## src/rtl/if_stage_prefetch.sv

```systemverilog
// Instruction-fetch stage: PC generator, one-deep in-flight IMEM request and a prefetch queue.
// Optional macro IF_STAGE_PERF_CNT_EN adds saturating FetchCount/FlushCount outputs.
module if_stage_prefetch #(
   parameter int unsigned      PC_W        = 32,
   parameter int unsigned      IMEM_AW     = 8,
   parameter int unsigned      QUEUE_DEPTH = 4,
   parameter logic [PC_W-1:0]  RESET_PC    = '0
) (
   input  logic               Clk,
   input  logic               Reset_n,
   input  logic               Branch,
   input  logic               Jump,
   input  logic [31:0]        BranchOffset,
   input  logic [25:0]        JumpAddress,
   input  logic               Stall,
   output logic               ImemReq,
   output logic [IMEM_AW-1:0] ImemAddr,
   input  logic [31:0]        ImemData,
   output logic [31:0]        Inst,
   output logic [PC_W-1:0]    InstPC,
   output logic               InstValid
`ifdef IF_STAGE_PERF_CNT_EN
   ,
   output logic [31:0]        FetchCount,
   output logic [15:0]        FlushCount
`endif
);

   localparam int unsigned PW = $clog2(QUEUE_DEPTH);

   logic [31:0]     inst_q [QUEUE_DEPTH];
   logic [PC_W-1:0] pc_q   [QUEUE_DEPTH];
   logic [PW-1:0]   rd_ptr, wr_ptr;
   logic [PW:0]     count;
   logic [PW+1:0]   occ;
   logic            inflight;
   logic [PC_W-1:0] inflight_pc;
   logic [PC_W-1:0] fetch_pc, last_pc;
   logic [PC_W-1:0] base, branch_tgt, jump_tgt, target;
   logic [PC_W+31:0] off_ext;
   logic            redirect, issue, push, pop;
   logic            unused_off;

   assign redirect  = Branch | Jump;
   assign occ       = {1'b0, count} + {{(PW+1){1'b0}}, inflight};
   assign issue     = ~redirect & (occ < (PW+2)'(QUEUE_DEPTH));
   assign push      = inflight & ~redirect;
   assign InstValid = (count != '0);
   assign pop       = InstValid & ~Stall & ~redirect;

   // Reset gates only the output strobe; internal state is already held by the async reset.
   assign ImemReq   = issue & Reset_n;
   assign ImemAddr  = fetch_pc[IMEM_AW+1:2];
   assign Inst      = InstValid ? inst_q[rd_ptr] : '0;
   assign InstPC    = InstValid ? pc_q[rd_ptr]   : '0;

   always_comb begin
      base       = last_pc + PC_W'(4);
      off_ext    = {{PC_W{BranchOffset[31]}}, BranchOffset};
      branch_tgt = base + {off_ext[PC_W-3:0], 2'b00};
      jump_tgt   = base;
      jump_tgt[27:0] = {JumpAddress, 2'b00};
      target     = Jump ? jump_tgt : branch_tgt;
   end

   assign unused_off = ^off_ext[PC_W+31:PC_W-2];

   always_ff @(posedge Clk) begin
      if (push) begin
         inst_q[wr_ptr] <= ImemData;
         pc_q[wr_ptr]   <= inflight_pc;
      end
   end

   always_ff @(posedge Clk or negedge Reset_n) begin
      if (!Reset_n) begin
         fetch_pc    <= RESET_PC;
         last_pc     <= RESET_PC - PC_W'(4);
         inflight    <= 1'b0;
         inflight_pc <= '0;
         rd_ptr      <= '0;
         wr_ptr      <= '0;
         count       <= '0;
      end else begin
         inflight <= issue;
         if (issue) begin
            inflight_pc <= fetch_pc;
         end
         if (redirect) begin
            fetch_pc <= target;
            rd_ptr   <= '0;
            wr_ptr   <= '0;
            count    <= '0;
         end else begin
            if (issue) begin
               fetch_pc <= fetch_pc + PC_W'(4);
            end
            if (push) begin
               wr_ptr <= wr_ptr + PW'(1);
            end
            if (pop) begin
               rd_ptr  <= rd_ptr + PW'(1);
               last_pc <= pc_q[rd_ptr];
            end
            case ({push, pop})
               2'b10:   count <= count + (PW+1)'(1);
               2'b01:   count <= count - (PW+1)'(1);
               default: count <= count;
            endcase
         end
      end
   end

`ifdef IF_STAGE_PERF_CNT_EN
   always_ff @(posedge Clk or negedge Reset_n) begin
      if (!Reset_n) begin
         FetchCount <= '0;
         FlushCount <= '0;
      end else begin
         if (issue && (FetchCount != '1)) begin
            FetchCount <= FetchCount + 32'd1;
         end
         // Only flushes that actually discard a queued or in-flight word are counted.
         if (redirect && ((count != '0) || inflight) && (FlushCount != '1)) begin
            FlushCount <= FlushCount + 16'd1;
         end
      end
   end
`endif

endmodule

```

## config.mk

```make
export PLATFORM = sky130hd
export DESIGN_NAME = if_stage_prefetch
export DESIGN_NICKNAME = d
export VERILOG_FILES = /design/src/rtl/if_stage_prefetch.sv
export SDC_FILE = /design/constraint.sdc
export NUM_CORES = 1
export LEC_CHECK = 0
export ABC_CLOCK_PERIOD_IN_PS = 6100
export BUFFER_PORTS_ARGS = -buffer_cell sky130_fd_sc_hd__buf_2
export CELL_PAD_IN_SITES_DETAIL_PLACEMENT = 1
export CELL_PAD_IN_SITES_GLOBAL_PLACEMENT = 1
export CORE_UTILIZATION = 29
export CTS_BUF_LIST = sky130_fd_sc_hd__clkbuf_4 sky130_fd_sc_hd__clkbuf_8
export DETAILED_ROUTE_END_ITERATION = 10
export PLACE_DENSITY_LB_ADDON = 0.1
export SYNTH_ARGS = -nofsm -noshare
export SYNTH_HDL_FRONTEND = slang
export SYNTH_SLANG_ARGS = --single-unit
```

## constraint.sdc

```tcl
create_clock -name Clk -period 6.1 [get_ports Clk]
set_clock_uncertainty 0.05 [all_clocks]
set_input_delay 1.83 -clock Clk [delete_from_list [all_inputs] [get_ports Clk]]
set_output_delay 1.83 -clock Clk [all_outputs]
set_load 0.02 [all_outputs]
```

==> results.md, run 1 <==
* Int Pwr at 4.74 mW
* Initial DRC Count at 439
* FFs w/ async S/R, synth at 28.9%
* Final worst-path cycle share at 79.3%
* Clk buf depth at 3
* Layout cells sized above 1 at 34.3%
* Via count at 10.3k
* Wire per inst at 22.4 um
* Avg Inst Size Synth at 14.5 um^2
* Fin. max-slew vios at 0
* Hold slack at 457 ps
* Root buffer cell: clkbuf_8
* Pin count of the biggest net entering global routing at 61
* Initial antenna violation count at 2
* Mux cell area share after synthesis at 13.2%
* Starting Density at 29.5%
* Synthesized net count at 1289
* Yosys top cell by area: edfxtp_1
* Post-synthesis sequential area ratio at 61.8%
* Final setup fails at 0
* Post-cts resize count at 0
* Total CTS buffers at 60
* Setup TNS at 0 ps
* Number of global-route vias before repair at 11.2k
* Num rows at 87
* Nets at 1479
* Syn-to-layout area delta at 18.0%
* Final setup margin at 1260 ps
* RSZ-0062 raised after global routing: no
* I/O pin count at 169
* Synth top area cells: edfxtp_1 (46%), dfrtp_1 (11%), mux4_2 (8.6%), dfstp_2 (4.7%), mux2_2 (4.2%)
* CTS Hold Buffers Added at 0
* Logic pwr share at 16.9%
* Die width at 242 um
* Total global-route track usage at 16.4%
* Maxcap violations at 0
* Core area at 56600 um^2
* Pwr Total at 6.59 mW
* Seq cells post-synth at 360
* Worst min path class: reg -> reg
* Antenna diodes at 0
* Post-synthesis cell area at 16700 um^2
* Complex-gate fraction of the synthesized area at 6.49%
* Die Y at 242 um
* First-pass GRT wire length at 72200 um
* Dpl ws at 1180 ps
* Post-synth top flop: edfxtp_1
* CP arrival at 2960 ps
* PortBufs at 166
* DRT Wirelength at 48200 um
* Design area at 19700 um^2
* Hold Vio Cnt, Final at 0
* Clock tree from TritonCTS: built
* Worst slew pin tran at 992 ps
* Status: finished clean
* Fill count at 6044
* CP required at 4220 ps
* Later-pin clock latency in the skew report at 640 ps
* H-tree depth at 2
* Post-synthesis xor/xnor area fraction at 3.93%
* Overflow after GRT at 0
* Post-synth EDFFs at 256
* Synth cell types at 67
* Net Switching at 1.85 mW
* Routability cong. at 0.763
* Crit path launch type: register
* Drt pass-1 iters at 5
* Crit end category: output port
* Main combinational cell family by area after synthesis: multiplexers
* Area fraction of the dominant cell type after synthesis at 46.0%
* Post-synthesis cell count at 1152
* Inst Count DP at 2036
* P_leak at 7.35 nW
* Critical Path Fanout Max at 39
* Sink Count at 360
* Switching Share at 28.1%
* Via/cell ratio at 4.81
* Placed cell areas at 18400 um^2
* Tmin final at 4840 ps
* Post-Layout Cell Count at 2150
* Relative slew slack at 33.7%
* Synth Area in Adders at 3.24%
* Commonest non-fill, non-tap cells in the layout: edfxtp_1 (256), buf_2 (165), clkbuf_8 (72), dfrtp_1 (72), nand2_1 (71)
* Highest Clock Rate at 207 MHz
* Synthesis Warnings at 0
* PwrDens at 334 nW/um^2
* Die area at 58600 um^2
* DRC Markers at 0
* DP Wirelength at 32800 um
* Sequential power share at 47.5%
* Final antenna-violating net count at 0
* Clk slew on worst S/H paths at 60 ps
* Setup CP Type: reg -> out
* Synth Area in Simple Gates at 8.96%
* Worst vdd ir at 0.175 mV
* Most common cell after layout, fill and taps aside: edfxtp_1
* Number of post-CTS setup repair buffers at 0
* Clk pwr share at 35.6%
* Final Util at 34.8%
## area by class of cell
class / instances / area [um^2] / share of cell area [%]
Sequential cell: 360 / 10300 / 52.4
Inverter: 17 / 63.8 / 0.324
Tap cell: 756 / 946 / 4.80
Clock inverter: 15 / 150 / 0.761
Clock buffer: 99 / 1190 / 6.05
Timing Repair Buffer: 188 / 1010 / 5.13
Multi-Input combinational cell: 715 / 6020 / 30.5
## cell families (layout without fill, tap and decap cells)
kind of cell    after synthesis  after routing
compound gates              170            170
simple gates                295            295
buf+inv                      77            319
mux                         133            133
xor+xnor                     75             75
flops                       360            360
fa+ha+maj                    42             42
## cells in the mapped netlist (all sizes together) (3+ instances only)
cell type / count
a211oi: 12
a21o: 15
a21oi: 54
a22oi: 3
a31oi: 7
and2: 67
and3: 18
and4: 5
buf: 31
clkbuf: 28
dfrtp: 74
dfstp: 30
edfxtp: 256
ha: 40
inv: 17
mux2: 63
mux2i: 6
mux4: 64
nand2: 71
nand2b: 3
nand3: 26
nand4: 16
nor2: 64
nor2b: 6
nor3: 11
o211ai: 3
o21a: 4
o21ai: 41
o22ai: 5
xnor2: 43
xor2: 32
## sequential cells by signal, summed over array words and instances (netlist names)
signal,count
count,3
fetch_pc,32
inflight,1
inflight_pc,32
inst_q,128
last_pc,32
pc_q,128
rd_ptr,2
wr_ptr,2
## routing by layer
metal,up-vias,GRT usage [%],routed length [um]
met3,68,2.45,1410
met2,164,27.2,23600
met4,0,5.01,1040
met1,5358,22.1,22100
met5,-,0,0
li1,4745,-,-
## worst max-delay path: stages, from the launching register on
cell     delay (ps)
dfrtp_4        1040
buf_4           380
mux4_2          520
and2_1          180
buf_2           160
## final timing paths
kind / slack (ps) / depth (start not counted) / from / to
setup / recovery: 1260 / 4 / rd_ptr[0] / Inst[17]
hold reg to reg: 460 / 1 / fetch_pc[0] / inflight_pc[0]
max in group asynchronous: 3320 / 3 / Reset_n / fetch_pc[4]
hold / removal: 460 / 1 / fetch_pc[0] / inflight_pc[0]
setup reg to reg: 1560 / 15 / last_pc[4] / fetch_pc[29]
min in group asynchronous: 1320 / 2 / Reset_n / inflight_pc[30]
## power groups by stage
stage / clock network (mW) / logic, mW / registers [mW]
2_1_floorplan: 0 / 0.841 / 3.07
3_3_place_gp: 0 / 1.12 / 3.18
3_5_place_dp: 0 / 1.13 / 3.19
4_1_cts: 2.44 / 1.14 / 3.14
5_1_grt: 2.53 / 1.24 / 3.16
6_report: 2.35 / 1.11 / 3.13
No activity file was read; power rests on OpenSTA's default activity.
==> inputs of run 2 (changes only) <==
--- a/config.mk
+++ b/config.mk
@@ -5,7 +5,7 @@
 export SDC_FILE = /design/constraint.sdc
 export NUM_CORES = 1
 export LEC_CHECK = 0
-export ABC_CLOCK_PERIOD_IN_PS = 6100
+export ABC_CLOCK_PERIOD_IN_PS = 4050
 export BUFFER_PORTS_ARGS = -buffer_cell sky130_fd_sc_hd__buf_2
 export CELL_PAD_IN_SITES_DETAIL_PLACEMENT = 1
 export CELL_PAD_IN_SITES_GLOBAL_PLACEMENT = 1
==> constraint.sdc (replaced) <==
create_clock -name Clk -period 4.05 [get_ports Clk]
set_clock_uncertainty 0.05 [all_clocks]
set_input_delay 1.215 -clock Clk [delete_from_list [all_inputs] [get_ports Clk]]
set_output_delay 1.215 -clock Clk [all_outputs]
set_load 0.02 [all_outputs]
==> run 2 against run 1 <==
Clock power grew 50%. Count of clock-buffer cells in the layout grew 2. Via count grew 1.0%. Total power grew 52%. Sequential power grew 50%. Critical path depth grew 11. Critical endpoint is now fetch_pc[29].
==> results.md, run 2 (synthesized netlist as in run 1, its figures left out) <==
* Status: finished clean (unchanged)
* Hold Vio Cnt, Final at 0 (unchanged)
* Initial DRC Count at 423 (was 439)
* First-pass GRT wire length at 72400 um (was 72200 um)
* CP Launch Point: last_pc[7] (was rd_ptr[0])
* Initial antenna violation count at 0 (was 2)
* DRT Wirelength at 48300 um (was 48200 um)
* Pin count of the biggest net entering global routing at 65 (was 61)
* Final Util at 35.7% (was 34.8%)
* Via/cell ratio at 4.75 (was 4.81)
* PortBufs at 166 (unchanged)
* Final setup margin at 257 ps (was 1260 ps)
* Clock tree from TritonCTS: built (unchanged)
* Total CTS buffers at 66 (was 60)
* DRC Markers at 0 (unchanged)
* Drt pass-1 iters at 4 (was 5)
* Crit path launch type: register (unchanged)
* Crit end category: register (was output port)
* Fin. max-slew vios at 0 (unchanged)
* Fill count at 6023 (was 6044)
* Final antenna-violating net count at 0 (unchanged)
* Hold slack at 444 ps (was 457 ps)
* Pwr Total at 10.0 mW (was 6.59 mW)
* Die Y at 242 um (unchanged)
* Clk slew on worst S/H paths at 60 ps (about the same)
* Setup CP Type: reg -> reg (was reg -> out)
* CP required at 4530 ps (was 4220 ps)
* I/O pin count at 169 (unchanged)
* Dpl ws at -165 ps (was 1180 ps)
* Wire per inst at 22.0 um (was 22.4 um)
* Num rows at 87 (unchanged)
* Worst vdd ir at 0.228 mV (was 0.175 mV)
* CP arrival at 4270 ps (was 2960 ps)
* Syn-to-layout area delta at 20.8% (was 18.0%)
* H-tree depth at 3 (was 2)
* Root buffer cell: clkbuf_8 (unchanged)
* Most common cell after layout, fill and taps aside: edfxtp_1 (unchanged)
* Routability cong. at 0.771 (was 0.763)
* Layout cells sized above 1 at 36.9% (was 34.3%)
* Relative slew slack at 39.4% (was 33.7%)
* Clk buf depth at 3 (unchanged)
* Core area at 56600 um^2 (unchanged)
* Worst min path class: reg -> reg (unchanged)
* Via count at 10.4k (was 10.3k)
* Final setup fails at 0 (unchanged)
* Hold_sp: last_pc[0] (was fetch_pc[0])
* Total global-route track usage at 16.6% (was 16.4%)
* Highest Clock Rate at 264 MHz
* Die area at 58600 um^2 (unchanged)
* DP Wirelength at 32900 um (was 32800 um)
* Maxcap violations at 0 (unchanged)
* Later-pin clock latency in the skew report at 610 ps (was 640 ps)
* Top flop regs: inst_q x128, pc_q x128 (unchanged)
* Critical Path Fanout Max at 4 (was 39)
* P_leak at 7.57 nW (was 7.35 nW)
* PwrDens at 497 nW/um^2 (was 334 nW/um^2)
* Commonest non-fill, non-tap cells in the layout: edfxtp_1 (256), buf_2 (165), dfrtp_1 (72) (was edfxtp_1 (256), buf_2 (165), clkbuf_8 (72), dfrtp_1 (72), nand2_1 (71))
* Final worst-path cycle share at 93.6%
* Die width at 242 um (unchanged)
* Worst r2r src: last_pc[7] (was last_pc[4])
* Tmin final at 3790 ps
* Starting Density at 29.5% (unchanged)
* Number of global-route vias before repair at 11.4k (was 11.2k)
* Nets at 1524 (was 1479)
* Antenna diodes at 0 (unchanged)
* Sink Count at 360 (unchanged)
* Overflow after GRT at 0 (unchanged)
* Worst slew pin tran at 908 ps (was 992 ps)
## run 2: area by class of cell
class | count | area (um^2) | area share, %
timing repair buffer | 227 | 1400 | 6.93
sequential | 360 | 10300 | 51.2
tap | 756 | 946 | 4.69
multi-input combinational | 715 | 6110 | 30.3
clock inverter | 21 | 131 | 0.651
inverter | 17 | 63.8 | 0.316
clock buffer | 101 | 1200 | 5.96
## run 2: path summary, 6_finish.rpt
check,slack [ps],endpoint,cells past startpoint
max in group asynchronous,1770,rd_ptr[0],3
min in group asynchronous,720,inflight_pc[27],2
max reg2reg,260,fetch_pc[29],15
min,440,fetch_pc[0],2
max,260,fetch_pc[29],15
min reg2reg,440,fetch_pc[0],2
## run 2: per-layer routing
metal	track usage [%]	vias to the layer above	part of all wire [%]
li1	-	4846	-
met1	21.6	5356	45
met2	28.1	171	50
met3	3.14	67	3.4
met4	4.24	0	1.9
met5	0	-	0
## run 2: power by group
group	switching (mW)	internal (mW)	total [mW]
Sequential	0.315	4.36	4.68
Clock	1.55	1.97	3.52
Combinational	1.01	0.826	1.83
## run 2: timing repair
item	in CTS	in global routing
setup endpoints to repair	0	17
setup buffers	0	1
resized for setup	0	23
hold buffers	0	0
## run 2: worst max-delay path: stages (launching register included)
cell and delay (ps):
dfstp_2 520, and3_2 230, nand3_4 130, nor2_4 160, nand4_1 130, xnor2_1 160, ha_1 310, nand4_2 120
or4_4 540, nor3b_4 300, o21ai_4 120, o211a_4 270, o21ai_2 160, a31oi_1 110, xor2_1 180, a221oi_2 220
## run 2: metrics by stage
stage,cells,instance area (um^2),TNS (ps)
after floorplan,1152,16700,0
after global placement,2074,18800,-187
after detailed placement,2074,18800,-726
after CTS,2196,20100,0
after global routing,2197,20200,-1.63
final,2197,20200,0
==> inputs of run 3 (changes only) <==
--- a/config.mk
+++ b/config.mk
@@ -9,6 +9,7 @@
 export BUFFER_PORTS_ARGS = -buffer_cell sky130_fd_sc_hd__buf_2
 export CELL_PAD_IN_SITES_DETAIL_PLACEMENT = 1
 export CELL_PAD_IN_SITES_GLOBAL_PLACEMENT = 1
+export CORE_MARGIN = 2
 export CORE_UTILIZATION = 29
 export CTS_BUF_LIST = sky130_fd_sc_hd__clkbuf_4 sky130_fd_sc_hd__clkbuf_8
 export DETAILED_ROUTE_END_ITERATION = 10
==> run 3 against run 2 <==
Cell count is the same. Count of clock-buffer cells in the layout grew 3. Setup slack lost 12 ps. Non-clock buffer count grew 5. Sequential share of layout area shrank 0.35 points. Worst hold slack gained 4.7 ps. Fmax shrank 0.31%. Highest routed layer unchanged. Final area grew 0.69%. Sequential power is essentially flat. Clock power is essentially flat. Sequential cell count is the same.
==> results.md, run 3 (synthesized netlist as in run 1, its figures left out) <==
* I/O pin count at 169 (unchanged)
* Die Y at 244 um (was 242 um)
* Design area at 20300 um^2 (was 20200 um^2)
* Final worst-path cycle share at 93.9% (was 93.6%)
* Pin count of the biggest net entering global routing at 105 (was 65)
* P_leak at 7.62 nW (was 7.57 nW)
* Overflow after GRT at 0 (unchanged)
* Maxcap violations at 0 (unchanged)
* Final antenna-violating net count at 0 (unchanged)
* Clock tree from TritonCTS: built (unchanged)
* Met2 Wirelength at 24100 um (about the same)
* Fill count at 5956 (was 6023)
* Core area at 56700 um^2 (was 56600 um^2)
* CTS Hold Buffers Added at 0 (unchanged)
* Hold slack at 449 ps (was 444 ps)
* Most common cell after layout, fill and taps aside: edfxtp_1 (unchanged)
* Pwr Total at 10.1 mW (was 10.0 mW)
* Syn-to-layout area delta at 21.7% (was 20.8%)
* Top Layer Used: met4 (unchanged)
* DRT Wirelength at 48600 um (was 48300 um)
* Relative slew slack at 56.7% (was 39.4%)
* Antenna diodes at 0 (unchanged)
* CP required at 4510 ps (was 4530 ps)
* Critical Path Fanout Max at 5 (was 4)
* Drt pass-1 iters at 4 (unchanged)
* Hold Vio Cnt, Final at 0 (unchanged)
* Worst vdd ir at 0.246 mV (was 0.228 mV)
* Initial DRC Count at 502 (was 423)
* DRC Markers at 0 (unchanged)
* Later-pin clock latency in the skew report at 610 ps (about the same)
* Via count at 10.5k (was 10.4k)
* Tmin final at 3800 ps (was 3790 ps)
* PortBufs at 166 (unchanged)
* Placed cell areas at 18800 um^2 (about the same)
* Wire per inst at 22.1 um (was 22.0 um)
* Slowest cell on the critical path: dfstp_2 (was or4_4)
* Top flop regs: inst_q x128, pc_q x128 (unchanged)
* Wl on met1 at 22400 um (was 21700 um)
* Die width at 244 um (was 242 um)
* CP arrival at 4270 ps (about the same)
* Starting Density at 29.5% (about the same)
* Die area at 59500 um^2 (was 58600 um^2)
* Initial antenna violation count at 0 (unchanged)
* Num rows at 87 (unchanged)
* Crit end category: register (unchanged)
* Met3 wire length at 1470 um (was 1630 um)
* Final Util at 35.8% (was 35.7%)
* Worst r2r src: last_pc[13] (was last_pc[7])
* R2R Path End: fetch_pc[29] (unchanged)
* H-tree depth at 3 (unchanged)
* CP Cell Sequence: and4_2, and3_4, and3_2, nand2_1, xnor2_1, ha_1, nand2_1, nor4b_1, o21ai_4, o211a_4, o21ai_4, a31oi_1, xor2_1, a221oi_2 (was and3_2, nand3_4, nor2_4, nand4_1, xnor2_1, ha_1, nand4_2, or4_4, nor3b_4, o21ai_4, o211a_4, o21ai_2, a31oi_1, xor2_1, a221oi_2)
* Register area at 10300 um^2 (unchanged)
* Root buffer cell: clkbuf_8 (unchanged)
* Number of global-route vias before repair at 11.4k (about the same)
* Final setup fails at 0 (unchanged)
* Worst setup endpoint: fetch_pc[29] (unchanged)
* Layout cells sized above 1 at 37.5% (was 36.9%)
* Total CTS buffers at 66 (unchanged)
* Commonest non-fill, non-tap cells in the layout: edfxtp_1 (256), buf_2 (165), clkbuf_8 (77) (was edfxtp_1 (256), buf_2 (165), dfrtp_1 (72))
* Worst slew pin tran at 650 ps (was 908 ps)
* Total global-route track usage at 16.5% (was 16.6%)
* Fin. max-slew vios at 0 (unchanged)
* R2R Setup Slk at 250 ps (was 260 ps)
* Status: finished clean (unchanged)
* First-pass GRT wire length at 73300 um (was 72400 um)
* Via/cell ratio at 4.76 (was 4.75)
* CP Launch Point: last_pc[13] (was last_pc[7])
* Routability cong. at 0.750 (was 0.771)
* Clk buf depth at 3 (unchanged)
* FF-to-FF path depth at 14 (was 15)
* Crit path launch type: register (unchanged)
* Crit-path max cell delay at 520 ps (was 540 ps)
* Clk slew on worst S/H paths at 60 ps (about the same)
* Highest Clock Rate at 263 MHz (was 264 MHz)
* Setup CP Type: reg -> reg (unchanged)
* Nets at 1529 (was 1524)
* Area of the multi-input gates at 6170 um^2 (was 6110 um^2)
* DP Wirelength at 33200 um (was 32900 um)
* Hold path cells at 1 (was 2)
* Sink Count at 360 (unchanged)
* Setup TNS at 0 ps (unchanged)
* PwrDens at 497 nW/um^2 (about the same)
* RSZ-0062 raised after global routing: no
* Worst min path class: reg -> reg (unchanged)
[run 3: cell count changes in the layout (fill, tap and decap cells not counted), sizes merged]
cell / before / now
buf: 227 / 232
clkbuf: 101 / 104
clkinv: 15 / 10
inv: 20 / 17
[run 3: per-stage QoR]
stage          std cells  setup slack [ps]
2_1_floorplan       1152               112
3_3_place_gp        2079              -105
3_5_place_dp        2079              -102
4_1_cts             2196             0.205
5_1_grt             2197              17.5
6_report            2197               246
[run 3: repair_timing]
item | in CTS | in global routing
pin swaps | 0 | 12
buffers inserted | 0 | 1
gates resized for setup | 1 | 31
endpoints found under the setup margin | 1 | 57
[run 3: routing by layer]
layer / vias up / track usage [%]
met5: - / 0
met4: 0 / 3.89
met3: 60 / 3.09
met2: 162 / 27.9
met1: 5374 / 22.0
li1: 4860 / -
[run 3: critical path, delay by kind of cell (launching register included)]
kind                       cells  cell delay [ps]
xor gates and xnor gates       2              360
DFF                            1              520
adders and majority gates      1              370
and+or+nand+nor                6             1430
AOI/OAI and AO/OA              5              960
[run 3: worst min path at each step]
stage,from,end,slack (ps)
final,fetch_pc[1],inflight_pc[1],450
after global routing,fetch_pc[1],inflight_pc[1],460
after CTS,fetch_pc[1],inflight_pc[1],440
after detailed placement,fetch_pc[1],inflight_pc[1],450
after global placement,fetch_pc[1],inflight_pc[1],440
after floorplan,inflight_pc[10],pc_q[0][10],420
[run 3: where the power goes]
part / switching, mW / internal, mW
Combinational: 1.03 / 0.860
Clock: 1.51 / 2.03
Sequential: 0.319 / 4.36
Total: 2.85 / 7.26
[run 3: cell type report]
type	count	share of cell area (%)
clock inverters	13	0.419
flip-flops and latches	360	50.8
inverters	17	0.314
repair buffers	232	7.21
well taps	756	4.65
clock buffers	104	6.21
multi-input cells	715	30.3
